$ cat src/rtl/cdc_pkg.sv
// Shared constants and helpers for clock-domain-crossing blocks.
// Imported by the synchronizer primitives and the bus synchronizers built on them.
package cdc_pkg;

    localparam int DEFAULT_SYNC_STAGES = 2;
    localparam int DEFAULT_BUS_WIDTH   = 8;
    localparam int MIN_SYNC_STAGES     = 2;
    localparam int MAX_SYNC_STAGES     = 4;

    function automatic bit sync_stages_legal(input int stages);
        return (stages >= MIN_SYNC_STAGES) && (stages <= MAX_SYNC_STAGES);
    endfunction

endpackage

$ cat src/rtl/bit_sync.sv
// Multi-flop synchronizer for single-bit (or independent multi-bit) level signals.
// Only the first stage samples the asynchronous input; reset clears the whole chain.
module bit_sync
    import cdc_pkg::*;
#(
    parameter int NUM_STAGES = DEFAULT_SYNC_STAGES,
    parameter int WIDTH      = 1
) (
    input  logic             CLK,
    input  logic             RST_n,
    input  logic [WIDTH-1:0] async_data,
    output logic [WIDTH-1:0] sync_data
);

    logic [WIDTH-1:0] stage_q [NUM_STAGES];

    always_ff @(posedge CLK or negedge RST_n) begin
        if (!RST_n) begin
            for (int i = 0; i < NUM_STAGES; i++) begin
                stage_q[i] <= '0;
            end
        end else begin
            stage_q[0] <= async_data;
            for (int i = 1; i < NUM_STAGES; i++) begin
                stage_q[i] <= stage_q[i-1];
            end
        end
    end

    assign sync_data = stage_q[NUM_STAGES-1];

endmodule

$ cat src/rtl/data_sync.sv
// Receive-side bus synchronizer: a level qualifier is synchronized and edge-detected,
// the stable bus is captured once per assertion and a valid/ack flag tracks lost words.
module data_sync
    import cdc_pkg::*;
#(
    parameter int NUM_STAGES = DEFAULT_SYNC_STAGES,
    parameter int BUS_WIDTH  = DEFAULT_BUS_WIDTH
) (
    input  logic                 CLK,
    input  logic                 RST_n,
    input  logic [BUS_WIDTH-1:0] UNSYNC_BUS,
    input  logic                 BUS_EN,
    input  logic                 DATA_ACK,
    output logic [BUS_WIDTH-1:0] SYNC_BUS,
    output logic                 ENABLE_PULSE,
    output logic                 DATA_VALID,
    output logic                 OVERRUN
);

    if (!sync_stages_legal(NUM_STAGES)) begin : g_bad_depth
        $error("data_sync: NUM_STAGES out of legal range");
    end

    logic                 en_sync;
    logic                 en_prev_q;
    logic                 cap;
    logic [BUS_WIDTH-1:0] sync_bus_q;
    logic                 pulse_q;
    logic                 valid_q, valid_d;
    logic                 overrun_q, overrun_d;

    bit_sync #(
        .NUM_STAGES (NUM_STAGES),
        .WIDTH      (1)
    ) u_bus_en_sync (
        .CLK        (CLK),
        .RST_n      (RST_n),
        .async_data (BUS_EN),
        .sync_data  (en_sync)
    );

    // Rising edge of the synchronized qualifier marks a new, already-stable word.
    assign cap = en_sync & ~en_prev_q;

    always_comb begin
        valid_d   = valid_q;
        overrun_d = overrun_q;
        if (cap) begin
            valid_d = 1'b1;
            // An ack in the capture cycle consumed the old word, so nothing is lost.
            if (valid_q && !DATA_ACK) begin
                overrun_d = 1'b1;
            end
        end else if (DATA_ACK) begin
            valid_d = 1'b0;
        end
    end

    always_ff @(posedge CLK or negedge RST_n) begin
        if (!RST_n) begin
            en_prev_q  <= 1'b0;
            sync_bus_q <= '0;
            pulse_q    <= 1'b0;
            valid_q    <= 1'b0;
            overrun_q  <= 1'b0;
        end else begin
            en_prev_q <= en_sync;
            pulse_q   <= cap;
            valid_q   <= valid_d;
            overrun_q <= overrun_d;
            if (cap) begin
                sync_bus_q <= UNSYNC_BUS;
            end
        end
    end

    assign SYNC_BUS     = sync_bus_q;
    assign ENABLE_PULSE = pulse_q;
    assign DATA_VALID   = valid_q;
    assign OVERRUN      = overrun_q;

endmodule

$ cat config.mk
export PLATFORM = sky130hd
export DESIGN_NAME = data_sync
export DESIGN_NICKNAME = d
export VERILOG_FILES = /design/src/rtl/cdc_pkg.sv /design/src/rtl/bit_sync.sv /design/src/rtl/data_sync.sv
export SDC_FILE = /design/constraint.sdc
export NUM_CORES = 1
export LEC_CHECK = 0
export CORE_AREA = 2 2 39 41
export CTS_CLUSTER_SIZE = 30
export DETAILED_ROUTE_END_ITERATION = 12
export DIE_AREA = 0 0 41 43
export PLACE_DENSITY = 0.85
export SLEW_MARGIN = 25
export SYNTH_ARGS = -nofsm -noshare
export SYNTH_HDL_FRONTEND = slang
export SYNTH_SLANG_ARGS = --single-unit
export TNS_END_PERCENT = 100
$ cat constraint.sdc
create_clock -name CLK -period 3.17 [get_ports CLK]
set_clock_uncertainty 0.05 [all_clocks]
set_input_delay 0.7925 -clock CLK [delete_from_list [all_inputs] [get_ports CLK]]
set_output_delay 0.7925 -clock CLK [all_outputs]
set_load 0.005 [all_outputs]
[Word level (Yosys, flattened, before mapping)]
Cells that the tools add are included.
Word-level totals
  bits in registers: 14
Cells by class
  mux-type cells: 2
  reduce and logical (&&, ||, !) cells: 4
  bitwise operators: 2
Operators with widths (number)
  $mux 1: 2
  $reduce_and 2->1: 1
  $reduce_bool 2->1: 1
  $and 1x1->1: 1
  $logic_and 1x1->1: 1
  $logic_not 1->1: 1
  $not 1->1: 1

[Longest topological paths before layout]
Gate-level depths: netlist of run 1.
  word-level depth: 3
  mapped depth: 3
  mapped depth without buffers: 2

[Hierarchy]
A second synthesis of run 1 with hierarchy kept.
Unflattened totals
  cells, all modules: 27
  area, all modules: 521.8 sq um
Modules (own cells, without submodules)
  data_sync: times used 1, cells an instance 25, area each 471.7 sq um
  bit_sync: times used 1, cells an instance 2, area each 50.0 sq um

[Worst setup path after synthesis of run 1]
No wires, ideal clock.
  kind: register to output
  from: register valid_q (netlist: DATA_VALID)
  to: output DATA_VALID
  arrival: 0.373 ns
  cell stages (with the launch flop): 1
  data required time: 2.328 ns
  buffers on the path: 0
  path slack: 1.954 ns
  cells stage by stage: dfrtp_1
RTL lines
  start, declared: RTL line data_sync.sv:29  | logic valid_q, valid_d;
  start signal, assigned: RTL line data_sync.sv:69  | valid_q <= valid_d;
  end, declared: RTL line data_sync.sv:16  | output logic DATA_VALID,
No word-level cell between the ends.

[Worst setup path in the final report of run 1]
  from: register valid_q (netlist: DATA_VALID)
  to: output DATA_VALID
No word-level cell between the ends.

==> tab_implementation.tex, run 1 <==
\begin{tabular}{lr}
\hline
Metric & Value \\
\hline
\multicolumn{2}{l}{\textbf{Final layout}} \\
Most frequent standard cell in the layout excluding fill and tap cells & sky130\_fd\_sc\_hd\_\_clkdlybuf4s50\_1 \\
Synth-to-Final Area Change & 46.52\% \\
Final core utilization & 55.24\% \\
Final non-filler cell total & 67 \\
Commonest cells after routing, fill and taps aside & 22 x sky130\_fd\_sc\_hd\_\_clkdlybuf4s50\_1, 14 x sky130\_fd\_sc\_hd\_\_dfrtp\_1, 7 x sky130\_fd\_sc\_hd\_\_mux2\_4 \\
Diode insertion count for antenna repair & 0 \\
NumNets Final & 65 \\
Fraction of layout instances using a drive strength above 1 & 27.45\% \\
\multicolumn{2}{l}{\textbf{Yosys}} \\
Synth unique cells & 8 \\
Average footprint of a synthesized cell & 19.32 um2 \\
Share of synthesized area occupied by flip-flops and latches & 67.15\% \\
Cells after Synth & 27 \\
Flip-flop and latch count after synthesis & 14 \\
Syn Std Cell Area & 521.8 um2 \\
Syn Nets & 39 \\
Warnings, synthesis & 0 \\
\multicolumn{2}{l}{\textbf{Global routing}} \\
Total GRT Usage & 12.78\% \\
Initial antenna violation count & 0 \\
Global-route wire length before repair & 1476 um \\
Congestion Overflow GR & 0 \\
Via count of the first global-routing pass & 333 \\
Largest net degree at the start of global routing & 15 \\
\multicolumn{2}{l}{\textbf{Floorplan}} \\
Number of I/O pins & 23 \\
Initial Utilization & 37.70\% \\
Die Width & 41 um \\
Total core area & 1384 um2 \\
Die H & 43 um \\
Total number of placement rows & 14 \\
Die footprint & 1763 um2 \\
\multicolumn{2}{l}{\textbf{Pwr}} \\
PD cells & 506.7 nW/um2 \\
Power Total & 387.4 uW \\
Reported leakage power & 0.3405 nW \\
Largest vdd supply drop & 281.1 uV \\
\multicolumn{2}{l}{\textbf{Clock network}} \\
Buffer levels on the longest clock path & 2 \\
Number of clock sinks seen by CTS & 14 \\
Clock tree from TritonCTS & built \\
Resized cells post-CTS & 0 \\
Root buffer cell & sky130\_fd\_sc\_hd\_\_clkbuf\_4 \\
Setup repair bufs after CTS & 0 \\
Clk\_lat worst skew & 0.26 ns \\
Hold Buf Count CTS & 0 \\
TritonCTS Buffers & 3 \\
CTS clock-pin slew for the worst setup and hold paths & 0.07 ns \\
H-tree depth & 1 \\
\multicolumn{2}{l}{\textbf{STA}} \\
Setup repair after global routing missed its margin & no \\
Setup ws final & 1.172 ns \\
Slew @ Worst Pin & 0.5936 ns \\
Number of failing setup endpoints in the final timing report & 0 \\
Post-route minimum period & 1.998 ns \\
FMAX & 0.5005 GHz \\
Final count of hold timing violations & 0 \\
Max-slew violation count & 0 \\
Max-Slew Margin vs Limit & 60.30\% \\
Post-route fraction of the period consumed by the critical path & 63.03\% \\
Final total negative setup slack & 0 ns \\
\multicolumn{2}{l}{\textbf{Drt}} \\
Antenna-violating nets left & 0 \\
Number of DRC markers in iteration 0 & 2 \\
Post-DR wirelength/cell & 13.18 um \\
DRC & 0 \\
Initial DRT Pass Iterations & 2 \\
Number of vias in the routed layout & 301 \\
Routed vias/inst & 4.493 \\
Post-detailed-routing wire length & 883 um \\
\multicolumn{2}{l}{\textbf{Status}} \\
Result of the run & completed \\
\multicolumn{2}{l}{\textbf{Setup path}} \\
Critical Path Slowest Stage Cell & sky130\_fd\_sc\_hd\_\_clkdlybuf4s50\_1 \\
Count of cells along the worst register-to-register path & 2 \\
Critical path startpoint & DATA\_VALID \\
Crit path depth & 1 \\
Critical-path maximum fanout & 3 \\
Crit path max-delay family & buffers and inverters \\
Req. time, crit path & 2.33 ns \\
Capturing element of the worst setup path & DATA\_VALID \\
Worst setup path class & flop to output port \\
Setup slack, reg-to-reg & 1.89 ns \\
Worst setup SP type & flop \\
Crit. End Element & output port \\
Delay of the slowest critical-path stage & 0.52 ns \\
Arrival time reported for the critical path endpoint & 1.16 ns \\
Cell-by-cell listing of the critical path & clkdlybuf4s50\_1 \\
Reg2Reg Launch Point & en\_prev\_q \\
Buf+Inv Stages, Crit Path & 1 \\
Destination of the worst register-to-register timing path & SYNC\_BUS[1] \\
\multicolumn{2}{l}{\textbf{Run}} \\
Max-cap violation count & 0 \\
\multicolumn{2}{l}{\textbf{Placement}} \\
Port bufs & 22 \\
Final weighted congestion in routability-driven placement & 0.6298 \\
Number of placed instances with taps included & 64 \\
DP Worst Slack & 1.463 ns \\
\multicolumn{2}{l}{\textbf{Hold path}} \\
Path class of the lowest-slack min-delay path & flop to flop \\
\hline
\end{tabular}
[layout make-up]
class                      instances  area [um2]
inverter                           1       3.754
clock buffer                       3       22.52
tap                               16       20.02
timing repair buffer              22       220.2
fill                             122       619.3
multi-input combinational         11       147.6
sequential                        14       350.3
[through the flow]
stage / cell area (um2) / hold WS [ns]
after floorplan: 521.8 / 0.2812
after global placement: 742.0 / 0.2834
after detailed placement: 742.0 / 0.2847
after CTS: 764.5 / 0.3019
after global routing: 764.5 / 0.3219
final: 764.5 / 0.3005
[cell families after synthesis]
kind of cell,Yosys count,synth area share (%)
mux,8,22.30
flops,14,67.15
buf+inv,2,4.556
simple gates,1,2.637
compound gates,2,3.358
[where the power goes]
group,total (mW),leakage [nW],switching (mW),internal [mW]
logic,0.0871,0.164,0.0225,0.0646
clock network,0.0910,0.0138,0.0472,0.0438
registers,0.209,0.163,0.0106,0.199
[metal layers]
layer | share of wire [%] | vias to the layer above | global-route usage, %
met5 | 0 | - | 0
met4 | 0 | 0 | 6.000
met3 | 2.8 | 0 | 3.141
met2 | 56 | 4 | 21.56
met1 | 41 | 157 | 14.04
li1 | - | 140 | -
[registers in the layout, indices dropped and copies added (netlist names)]
register                 count
DATA_VALID                   1
ENABLE_PULSE                 1
u_bus_en_sync.sync_data      1
u_bus_en_sync.stage_q        1
SYNC_BUS                     8
OVERRUN                      1
en_prev_q                    1
[worst min-delay path by stage]
stage                        startpoint                 endpoint  slack (ns)  cells past startpoint
6_report       u_bus_en_sync.stage_q[1]  u_bus_en_sync.sync_data        0.30                      0
5_1_grt        u_bus_en_sync.stage_q[1]  u_bus_en_sync.sync_data        0.32                      0
4_1_cts        u_bus_en_sync.stage_q[1]  u_bus_en_sync.sync_data        0.30                      0
3_5_place_dp   u_bus_en_sync.stage_q[1]  u_bus_en_sync.sync_data        0.28                      0
3_3_place_gp   u_bus_en_sync.stage_q[1]  u_bus_en_sync.sync_data        0.28                      0
2_1_floorplan  u_bus_en_sync.stage_q[1]  u_bus_en_sync.sync_data        0.28                      0
[synth_stat cells, drive strengths merged]
cell	instances	area, um2
buf	1	20.02
a31o	1	8.760
dfrtp	14	350.3
mux2	8	116.4
nor2b	1	13.76
a21o	1	8.760
inv	1	3.750
Note: power is estimated with default switching activity, not from simulation.
==> inputs of run 2 (changes only) <==
- CORE_AREA: 2 2 39 41 -> not set
- CORE_MARGIN: not set -> 2
- CORE_UTILIZATION: not set -> 35
- DIE_AREA: 0 0 41 43 -> not set
- PLACE_DENSITY: 0.85 -> 0.8
- clock period: 3.17 -> 1.82 ns (I/O delays scaled with it)
==> tab_implementation.tex, run 2 (synthesis gave the netlist of run 1 again) <==
\begin{tabular}{lr}
\hline
Metric & Value \\
\hline
\multicolumn{2}{l}{\textbf{Setup path}} \\
Crit path max-delay family & buffers and inverters \\
Critical Path Slowest Stage Cell & sky130\_fd\_sc\_hd\_\_clkdlybuf4s50\_1 \\
Worst setup path class & flop to output port \\
Setup slack, reg-to-reg & 0.53 ns \\
Req. time, crit path & 1.31 ns \\
Critical-path maximum fanout & 3 \\
Arrival time reported for the critical path endpoint & 1.16 ns \\
Cell-by-cell listing of the critical path & clkdlybuf4s50\_1 \\
Buf+Inv Stages, Crit Path & 1 \\
Delay of the slowest critical-path stage & 0.51 ns \\
Worst setup SP type & flop \\
Crit. End Element & output port \\
\multicolumn{2}{l}{\textbf{Final layout}} \\
Diode insertion count for antenna repair & 0 \\
Flip-flop count of the largest register, all copies and words added & 8 \\
Cell area after layout & 777.0 um2 \\
Fraction of layout instances using a drive strength above 1 & 28.85\% \\
Most frequent standard cell in the layout excluding fill and tap cells & sky130\_fd\_sc\_hd\_\_clkdlybuf4s50\_1 \\
Synth-to-Final Area Change & 48.92\% \\
NumNets Final & 65 \\
Commonest cells after routing, fill and taps aside & 22 x sky130\_fd\_sc\_hd\_\_clkdlybuf4s50\_1, 14 x sky130\_fd\_sc\_hd\_\_dfrtp\_1, 7 x sky130\_fd\_sc\_hd\_\_mux2\_4 \\
\multicolumn{2}{l}{\textbf{STA}} \\
Max-Slew Margin vs Limit & 61.01\% \\
Setup repair after global routing missed its margin & no \\
Number of failing setup endpoints in the final timing report & 0 \\
Post-route minimum period & 1.662 ns \\
Max-slew violation count & 0 \\
Post-route fraction of the period consumed by the critical path & 91.33\% \\
Slew @ Worst Pin & 0.5830 ns \\
FMAX & 0.6016 GHz \\
Final count of hold timing violations & 0 \\
Final total negative setup slack & 0 ns \\
\multicolumn{2}{l}{\textbf{Clock network}} \\
CTS clock-pin slew for the worst setup and hold paths & 0.08 ns \\
Setup repair bufs after CTS & 0 \\
H-tree depth & 1 \\
Hold Buf Count CTS & 0 \\
Clk\_lat worst skew & 0.27 ns \\
Resized cells post-CTS & 0 \\
Root buffer cell & sky130\_fd\_sc\_hd\_\_clkbuf\_4 \\
TritonCTS Buffers & 3 \\
Buffer levels on the longest clock path & 2 \\
Number of clock sinks seen by CTS & 14 \\
Clock tree from TritonCTS & built \\
\multicolumn{2}{l}{\textbf{Pwr}} \\
PD cells & 935.8 nW/um2 \\
Switching power & 147.0 uW \\
Sequential cell fraction of total power & 50.0\% \\
Power Total & 727.1 uW \\
Internal power & 580.1 uW \\
Clock power share & 29.3\% \\
Combinational power share & 20.7\% \\
Reported leakage power & 0.3477 nW \\
Fraction of power spent switching nets & 20.22\% \\
Largest vdd supply drop & 654.4 uV \\
\multicolumn{2}{l}{\textbf{Global routing}} \\
Global-route wire length before repair & 1531 um \\
Total GRT Usage & 12.08\% \\
Initial antenna violation count & 0 \\
Largest net degree at the start of global routing & 15 \\
Via count of the first global-routing pass & 328 \\
Congestion Overflow GR & 0 \\
\multicolumn{2}{l}{\textbf{Floorplan}} \\
Total core area & 1350 um2 \\
Total number of placement rows & 13 \\
Die H & 42.61 um \\
Die footprint & 1816 um2 \\
Number of I/O pins & 23 \\
Initial Utilization & 38.65\% \\
Die Width & 42.61 um \\
\multicolumn{2}{l}{\textbf{Placement}} \\
DP Wirelength & 613.4 um \\
Placed standard-cell area & 740.7 um2 \\
Port bufs & 22 \\
Final weighted congestion in routability-driven placement & 0.6157 \\
\multicolumn{2}{l}{\textbf{Drt}} \\
Antenna-violating nets left & 0 \\
Routed vias/inst & 4.507 \\
Post-DR wirelength/cell & 12.75 um \\
Post-detailed-routing wire length & 854 um \\
DRC & 0 \\
Number of DRC markers in iteration 0 & 1 \\
Initial DRT Pass Iterations & 2 \\
Number of vias in the routed layout & 302 \\
\multicolumn{2}{l}{\textbf{Run}} \\
Max-cap violation count & 0 \\
\multicolumn{2}{l}{\textbf{Status}} \\
Result of the run & completed \\
\multicolumn{2}{l}{\textbf{Hold path}} \\
Path class of the lowest-slack min-delay path & flop to flop \\
\hline
\end{tabular}
[run 2: cell count changes in the layout (fill, tap and decap cells not counted)]
| cell | change |
|---|---|
| sky130_fd_sc_hd__clkbuf_8 | +1 |
[run 2: layout make-up]
| type | count | area [um2] |
|---|---|---|
| inverters | 1 | 3.754 |
| repair buffers | 22 | 220.2 |
| fillers | 116 | 573.1 |
| clock buffers | 4 | 36.28 |
| multi-input cells | 11 | 147.6 |
| flip-flops and latches | 14 | 350.3 |
| well taps | 15 | 18.77 |
[run 2: path summary, 6_finish.rpt]
check                                               from                 endpoint  cells past startpoint
worst max-delay path                          DATA_VALID               DATA_VALID                      1
worst min-delay path            u_bus_en_sync.stage_q[1]  u_bus_en_sync.sync_data                      0
worst max register to register                 en_prev_q              SYNC_BUS[1]                      2
worst min register to register  u_bus_en_sync.stage_q[1]  u_bus_en_sync.sync_data                      0
max in group asynchronous                          RST_n              SYNC_BUS[7]                      1
min in group asynchronous                          RST_n              SYNC_BUS[4]                      1
[run 2: metal layers]
metal | wire length (um) | track usage (%) | vias to the layer above
li1 | - | - | 139
met1 | 352 | 14.64 | 149
met2 | 429 | 17.23 | 14
met3 | 72 | 6.897 | 0
met4 | 0 | 5.625 | 0
met5 | 0 | 0 | -
[run 2: metrics by stage]
step / hold WS, ns / std cells / setup slack, ns / util [%]
2_1_floorplan: 0.1094 / 27 / 0.7083 / -
4_1_cts: 0.2991 / 67 / 0.1365 / 57.55
3_3_place_gp: 0.2820 / 63 / 0.4702 / 54.87
5_1_grt: 0.3253 / 67 / 0.09667 / 57.55
6_report: 0.3009 / 67 / 0.1577 / 57.55
3_5_place_dp: 0.2847 / 63 / 0.4604 / 54.87
[run 2: power groups by stage]
| stage | Combinational [mW] | Clock, mW | Sequential [mW] |
|---|---|---|---|
| floorplan | 0.0547 | 0 | 0.373 |
| global placement | 0.151 | 0 | 0.368 |
| detailed placement | 0.152 | 0 | 0.370 |
| CTS | 0.153 | 0.227 | 0.364 |
| global route | 0.162 | 0.242 | 0.370 |
| finish | 0.150 | 0.213 | 0.363 |
==> inputs of run 3 (changes only) <==
- CAP_MARGIN: not set -> 5
- TNS_END_PERCENT: 100 -> not set
==> results of run 3 <==
The final DEF is identical to that of run 2; final timing and power are the same.
